===== config.mk =====
export PLATFORM = sky130hd
export DESIGN_NAME = traffic_request_latch
export DESIGN_NICKNAME = d
export VERILOG_FILES = /design/src/rtl/traffic_pkg.sv /design/src/rtl/button_debouncer.sv /design/src/rtl/traffic_request_latch.sv
export SDC_FILE = /design/constraint.sdc
export NUM_CORES = 1
export LEC_CHECK = 0
export ABC_AREA = 1
export BUFFER_PORTS_ARGS = -buffer_cell sky130_fd_sc_hd__buf_2
export CORE_MARGIN = 2
export CORE_UTILIZATION = 56
export CTS_CLUSTER_DIAMETER = 150
export CTS_CLUSTER_SIZE = 24
export DETAILED_ROUTE_END_ITERATION = 6
export PLACE_DENSITY_LB_ADDON = 0.25
export SETUP_SLACK_MARGIN = 0.15
export SLEW_MARGIN = 10
export SYNTH_ARGS = -nofsm -noshare
export SYNTH_HDL_FRONTEND = slang
export SYNTH_SLANG_ARGS = --single-unit

===== constraint.sdc =====
create_clock -name clk -period 1.9 [get_ports clk]
set_input_delay 0.095 -clock clk [delete_from_list [all_inputs] [get_ports clk]]
set_output_delay 0.095 -clock clk [all_outputs]
set_load 0.02 [all_outputs]

===== src/rtl/traffic_pkg.sv =====
// Shared definitions for the traffic controller: lamp bit positions, sensor
// channel indices and the per-channel request state.
package traffic_pkg;

    localparam int RED    = 4;
    localparam int YEL    = 3;
    localparam int GRN    = 2;
    localparam int YARROW = 1;
    localparam int GARROW = 0;

    localparam int LEFT_MAIN     = 0;
    localparam int LEFT_CROSS    = 1;
    localparam int CROSS_TRAFFIC = 2;
    localparam int WALK_MAIN     = 3;
    localparam int WALK_CROSS    = 4;
    localparam int NUM_CH        = 5;

    typedef enum logic [1:0] {
        IDLE    = 2'd0,
        PENDING = 2'd1,
        SERVED  = 2'd2
    } ch_state_e;

    function automatic logic [2:0] popcount5(input logic [4:0] v);
        logic [2:0] c;
        c = 3'd0;
        for (int i = 0; i < 5; i++) begin
            c = c + {2'b00, v[i]};
        end
        return c;
    endfunction

endpackage


===== src/rtl/button_debouncer.sv =====
// One raw button: 2-flop synchroniser, hold-time debouncer and a registered
// one-cycle press pulse on each accepted rising level.
module button_debouncer #(
    parameter int DEBOUNCE_CYCLES = 500000,
    parameter int CNT_W           = 19
) (
    input  logic clk,
    input  logic rst_n,
    input  logic button,
    output logic press
);

    localparam logic [CNT_W-1:0] CNT_ZERO = {CNT_W{1'b0}};
    localparam logic [CNT_W-1:0] CNT_ONE  = {{(CNT_W-1){1'b0}}, 1'b1};
    localparam logic [CNT_W-1:0] CNT_LAST = CNT_W'(DEBOUNCE_CYCLES - 1);

    logic             sync1_r;
    logic             sync2_r;
    logic             stable_r;
    logic             stable_d_r;
    logic             press_r;
    logic [CNT_W-1:0] cnt_r;

    // Synchroniser, debounce counter and press edge detector
    always_ff @(posedge clk) begin
        if (!rst_n) begin
            sync1_r    <= 1'b0;
            sync2_r    <= 1'b0;
            stable_r   <= 1'b0;
            stable_d_r <= 1'b0;
            press_r    <= 1'b0;
            cnt_r      <= CNT_ZERO;
        end else begin
            sync1_r    <= button;
            sync2_r    <= sync1_r;
            stable_d_r <= stable_r;
            press_r    <= stable_r & ~stable_d_r;
            if (sync2_r == stable_r) begin
                cnt_r <= CNT_ZERO;
            end else if (cnt_r == CNT_LAST) begin
                stable_r <= sync2_r;
                cnt_r    <= CNT_ZERO;
            end else begin
                cnt_r <= cnt_r + CNT_ONE;
            end
        end
    end

    assign press = press_r;

endmodule


===== src/rtl/traffic_request_latch.sv =====
// Latches debounced button presses as pending requests for the light FSM and
// clears each one when the lamp that serves it comes on.
module traffic_request_latch
    import traffic_pkg::*;
#(
    parameter int DEBOUNCE_CYCLES = 500000,
    parameter int CNT_W           = 19
) (
    input  logic       clk,
    input  logic       rst_n,
    input  logic [4:0] buttons,
    input  logic [4:0] main_lights,
    input  logic [4:0] cross_lights,
    output logic [4:0] sensors,
    output logic [2:0] pending_count
);

    logic [4:0] press_s;
    logic [4:0] srv_s;
    logic [4:0] pend_next_s;
    logic [4:0] sensors_r;
    logic [2:0] pending_count_r;
    logic       unused_lights_s;
    ch_state_e  state_r      [NUM_CH];
    ch_state_e  state_next_s [NUM_CH];

    for (genvar g = 0; g < NUM_CH; g++) begin : g_deb
        button_debouncer #(
            .DEBOUNCE_CYCLES(DEBOUNCE_CYCLES),
            .CNT_W          (CNT_W)
        ) u_deb (
            .clk   (clk),
            .rst_n (rst_n),
            .button(buttons[g]),
            .press (press_s[g])
        );
    end

    assign unused_lights_s = ^{main_lights[RED], main_lights[YEL], main_lights[YARROW],
                               cross_lights[RED], cross_lights[YEL], cross_lights[YARROW]};

    // Which lamp satisfies each request; walk-cross and cross-traffic share cross green
    always_comb begin
        srv_s                = 5'b00000;
        srv_s[LEFT_MAIN]     = main_lights[GARROW];
        srv_s[LEFT_CROSS]    = cross_lights[GARROW];
        srv_s[CROSS_TRAFFIC] = cross_lights[GRN];
        srv_s[WALK_MAIN]     = main_lights[GRN];
        srv_s[WALK_CROSS]    = cross_lights[GRN];
    end

    // Per-channel request FSM next state
    always_comb begin
        pend_next_s = 5'b00000;
        for (int i = 0; i < NUM_CH; i++) begin
            state_next_s[i] = state_r[i];
            case (state_r[i])
                IDLE: begin
                    if (press_s[i] && !srv_s[i]) begin
                        state_next_s[i] = PENDING;
                    end else if (press_s[i] && srv_s[i]) begin
                        state_next_s[i] = SERVED;
                    end else begin
                        state_next_s[i] = IDLE;
                    end
                end
                PENDING: begin
                    if (srv_s[i]) begin
                        state_next_s[i] = SERVED;
                    end else begin
                        state_next_s[i] = PENDING;
                    end
                end
                SERVED: begin
                    if (!srv_s[i]) begin
                        state_next_s[i] = IDLE;
                    end else begin
                        state_next_s[i] = SERVED;
                    end
                end
                default: state_next_s[i] = IDLE;
            endcase
            pend_next_s[i] = (state_next_s[i] == PENDING);
        end
    end

    // State registers; outputs taken from next state so count and vector agree
    always_ff @(posedge clk) begin
        if (!rst_n) begin
            for (int i = 0; i < NUM_CH; i++) begin
                state_r[i] <= IDLE;
            end
            sensors_r       <= 5'b00000;
            pending_count_r <= 3'd0;
        end else begin
            for (int i = 0; i < NUM_CH; i++) begin
                state_r[i] <= state_next_s[i];
            end
            sensors_r       <= pend_next_s;
            pending_count_r <= popcount5(pend_next_s);
        end
    end

    assign sensors       = sensors_r;
    assign pending_count = pending_count_r;

endmodule

# Yosys cells after proc, flatten, opt, wreduce, memory -nomap -nowiden
# Memories as Yosys holds them, arrays and structs flattened.
# Index checks and enable logic that the tools add are counted.
# totals
in_bits	17
out_inout_bits	8
n_memories	1
ramBits	10
wordCells	147
ff_bits	128
# op_classes
muxes	30
n_eq_ne	25
n_bitwise	21
reduce_logical	29
addsub	9
# mem_list
name	words	word_bits	rd	rd_ports_with_merged_regs	write_ports	line	source
state_r	5	2	5	0	5	traffic_request_latch.sv:24	ch_state_e state_r [NUM_CH];
# ops
operator	n
$add 19x1->19 const B	5
$eq 19x19->1 const B	5
$mux 2	23
$pmux 2 s3	5
$eq 2x1->1 const B	10
$reduce_or 3->1	5
$not 1->1	11
$eq 2x2->1 const B	5
$logic_and 1x1->1	10
$logic_not 2->1	5
$reduce_and 2->1	5
$add 3x1->3	2
$and 1x1->1	5
$eq 1x1->1	5
$or 1x1->1	5
$logic_not 1->1	4
$add 2x1->3	1
$add 1x1->2	1
$mux 1	2

# Logic depth before layout (Yosys ltp)
# depth
depth_word	9
depth_mapped	9
depth_no_buf	9

# Cells and area by module
# From an unflattened synthesis, not the netlist that was laid out.
# unflattened
cells_unflattened	998
area_unflattened_um2	6940.4
# by_module_without_submodules
mod	cells_each	instances	area_per_inst_um2	seq_area_each_um2
button_debouncer	182	5	1252.5	480.5
traffic_request_latch	88	1	678.2	360.3

# Worst setup path before layout
# No wires, ideal clock.
# synth_path
path_kind	reg-to-reg
start	mem state_r[0][0] (netlist bit)
end	reg pending_count_r[1] (netlist: pending_count[1])
path_stages_with_launch	9
n_path_buf	0
setup_ns	0.110
period_less_slack_ns	1.882
path_slack_ns	0.018
required_ns	1.790
arrival_ns	1.772
path_cell_list	dfxtp_1 or2_2 nand2_1 fa_1 inv_1 fa_1 ha_1 nand2_1 inv_1
# synth_lines
element	line	source
from (decl)	traffic_request_latch.sv:24	
to (signal assigned)	traffic_request_latch.sv:100	pending_count_r <= popcount5(pend_next_s);
to (decl)	traffic_request_latch.sv:22	logic [2:0] pending_count_r;

==> impl_results.md <==
- Starting Density: 56.7%
- CP Cell Sequence: nor2_4 -> nand2_4 -> fa_1 -> inv_2 -> fa_2 -> ha_4 -> nand2_2 -> inv_1
- Post-synthesis mux area share: 0%
- Detailed placement HPWL: 8220 um
- Worst Setup Path Type: reg -> reg
- Leak: 2.75 nW
- Final hold slack: 0.0732 ns
- Clk pin slew, worst setup/hold paths: 0.06 ns
- Largest net degree at the start of global routing: 20
- Commonest cells in the synthesized netlist: 234 x nand2_1, 207 x nor2_1, 138 x dfxtp_1
- Vias: 5423
- CP Max Fanout: 2
- Outcome: completed
- Synth Area in Adders: 1.79%
- Post-Synth XOR/XNOR Area: 6.00%
- Slowest stage delay, CP: 0.55 ns
- Worst vdd ir: 0.000992 V
- Placer congestion estimate: 0.877
- Synth Flop Type: dfxtp_1
- Synth Area in Compound Gates: 4.27%
- Startpoint Class: flip-flop
- Die Y: 111 um
- Post-DP Area: 6680 um^2
- Vias per cell: 4.82
- Asr flop ratio synth: 0%
- Crit. End Element: flip-flop
- N_diodes: 0
- Cell count after synthesis: 920
- Final Cell Area: 7550 um^2
- Clock Tree Buf Depth: 2
- Vias in the first global route: 4880
- Syn Area/Cell: 6.98 um^2
- Ys Warns: 0
- First-pass GRT wire length: 21300 um
- FMAX: 539 MHz
- DR DRC count: 0
- Slowest CP cell: fa_1
- Post-place setup slack: 0.0274 ns
- Hold Violations, Final: 0
- Synth top area cells: dfxtp_1 43%, nand2_1 14%, nor2_1 12%, inv_1 6.3%, xor2_1 4.2%
- Synth Register Bits: 138
- RSZ-0062 raised after global routing: yes
- Final WL: 12000 um
- Core region area: 11300 um^2
- Drt initial violations: 335
- Initial antenna violation count: 0
- Seq/Total Area, Yosys: 43.0%
- Most instantiated library cell after synthesis: nand2_1
- Mapped Nets: 945
- Tot GR Track Use: 20.5%
- Fin worst setup slack: 0.0458 ns
- Max cap viols: 0
- Netlist cell types: 31
- Post-route ant nets: 0
- Tcrit/Tclk final: 97.6%
- Final Net Count: 994
- Synth Area in Simple Gates: 37.4%
- Combinational family with the most area after synthesis: simple AND/OR/NAND/NOR gates
- Num CTS Buffers: 17
- Max Slew Vio Count: 0
- Clock Latency Late Sink: 0.41 ns
- I/O pin count: 25
- Normalized max-slew margin: 69.6%
- Area Growth Syn to Fin: 17.5%
- Hold crit path type: in -> reg
- Final Util: 66.7%
- Pwr per Cell Area: 891 nW/um^2
- H-tree levels: 4
- Clock skew: 0.00524 ns
- Die Width: 111 um
- Drt wl/cell: 10.7 um
- Port Buf Inserts: 18
- Remaining global-route overflow: 0
- Num Clock Sinks: 138
- Final Critical Period: 1.85 ns
- Die area: 12300 um^2
- Power Total: 0.00672 W
- Layout cell share with drive strength beyond 1: 11.3%
- Clock tree from TritonCTS: built
- Critical Path AT: 2.17 ns
- Top cell type's share of synthesized area: 43.0%
- Setup Viol. Count Final: 0
- Post-synth EDFFs: 0
- Cell Area, Synth: 6420 um^2
- Drt first pass iters: 5
- Worst Path Required: 2.21 ns
- Std cell rows: 39
- Worst-Margin Slew: 0.453 ns
- Yosys top cell by area: dfxtp_1
- Hold Path Cell Cnt: 3
- R2R cell count: 8
- Root buffer cell: clkbuf_16
critical path: cells and delay by family (launching register included):
family | cells | cell delay, ns
AND/OR/NAND/NOR | 3 | 0.22
flip-flops | 1 | 0.34
adder cells (fa/ha/maj) | 3 | 1.14
buffers and inverters | 2 | 0.07
metrics by stage:
stage                     TNS (ns)  cells
after floorplan                  0    920
after global placement           0   1079
after detailed placement         0   1079
after CTS                        0   1121
after global routing       -0.0272   1125
final                            0   1125
power breakdown:
part / internal [W] / switching [W]
Sequential: 0.00291 / 0.00000773
Clock: 0.00252 / 0.00118
Combinational: 0.0000405 / 0.0000593
Total: 0.00547 / 0.00125
registers in the layout, indices dropped and copies added (netlist names):
register,cells
pending_count,3
state_r,10
g_deb.u_deb.stable_r,5
g_deb.u_deb.cnt_r,95
sensors,5
g_deb.u_deb.press,5
g_deb.u_deb.sync2_r,5
g_deb.u_deb.sync1_r,5
g_deb.u_deb.stable_d_r,5
final timing paths:
path	start	end	slack (ns)
setup / recovery	state_r[0][7]$_SDFF_PN0_	pending_count[1]$_SDFF_PN0_	0.05
hold reg to reg	g_deb[4].u_deb.stable_d_r$_SDFF_PN0_	g_deb[4].u_deb.press$_SDFF_PN0_	0.39
setup reg to reg	state_r[0][7]$_SDFF_PN0_	pending_count[1]$_SDFF_PN0_	0.05
hold / removal	rst_n	g_deb[4].u_deb.sync2_r$_SDFF_PN0_	0.07
cell usage in the layout, fill, tap and decap left out, types with 6 or more instances in the layout:
cell,Yosys,layout
nand2_1,234,230
nor2_1,207,202
dfxtp_1,138,132
inv_1,107,106
nand3_1,52,52
a21oi_1,31,31
xor2_1,31,31
nand4_1,19,19
nor2_2,15,18
buf_2,1,18
clkbuf_16,0,17
xnor2_1,13,13
nor3_1,11,11
o21ai_0,11,11
dlygate4sd3_1,0,11
buf_4,0,10
nand2_4,3,6
bufinv_16,0,6
dfxtp_2,0,6
layout make-up:
| type | instances | area (um^2) |
|---|---|---|
| Clock buffer | 20 | 457 |
| Clock inverter | 12 | 219 |
| Fill cell | 982 | 3770 |
| Inverter | 107 | 402 |
| Multi-Input combinational cell | 666 | 3240 |
| Sequential cell | 138 | 2770 |
| Tap cell | 143 | 179 |
| Timing Repair Buffer | 39 | 275 |
logic make-up after synthesis:
family / count (synthesis)
and+or+nand+nor: 565
AOI/OAI and AO/OA: 49
xor gates and xnor gates: 44
buffers and inverters: 116
adders and majority gates: 8
DFF: 138
repair_timing:
action	CTS	global route
setup buffers	0	3
resized for setup	4	16
hold buffers	10	2
endpoints found under the setup margin	3	20
endpoints found under the hold margin	18	3
pin swaps	2	8
routing by layer:
layer,vias up,track usage [%],share of wire (%)
met5,-,0,0
met1,2381,28.4,51
met4,0,6.17,1.2
met3,14,5.36,3.7
met2,77,31.8,44
li1,2951,-,-
Power figures use the tool's default switching activity.
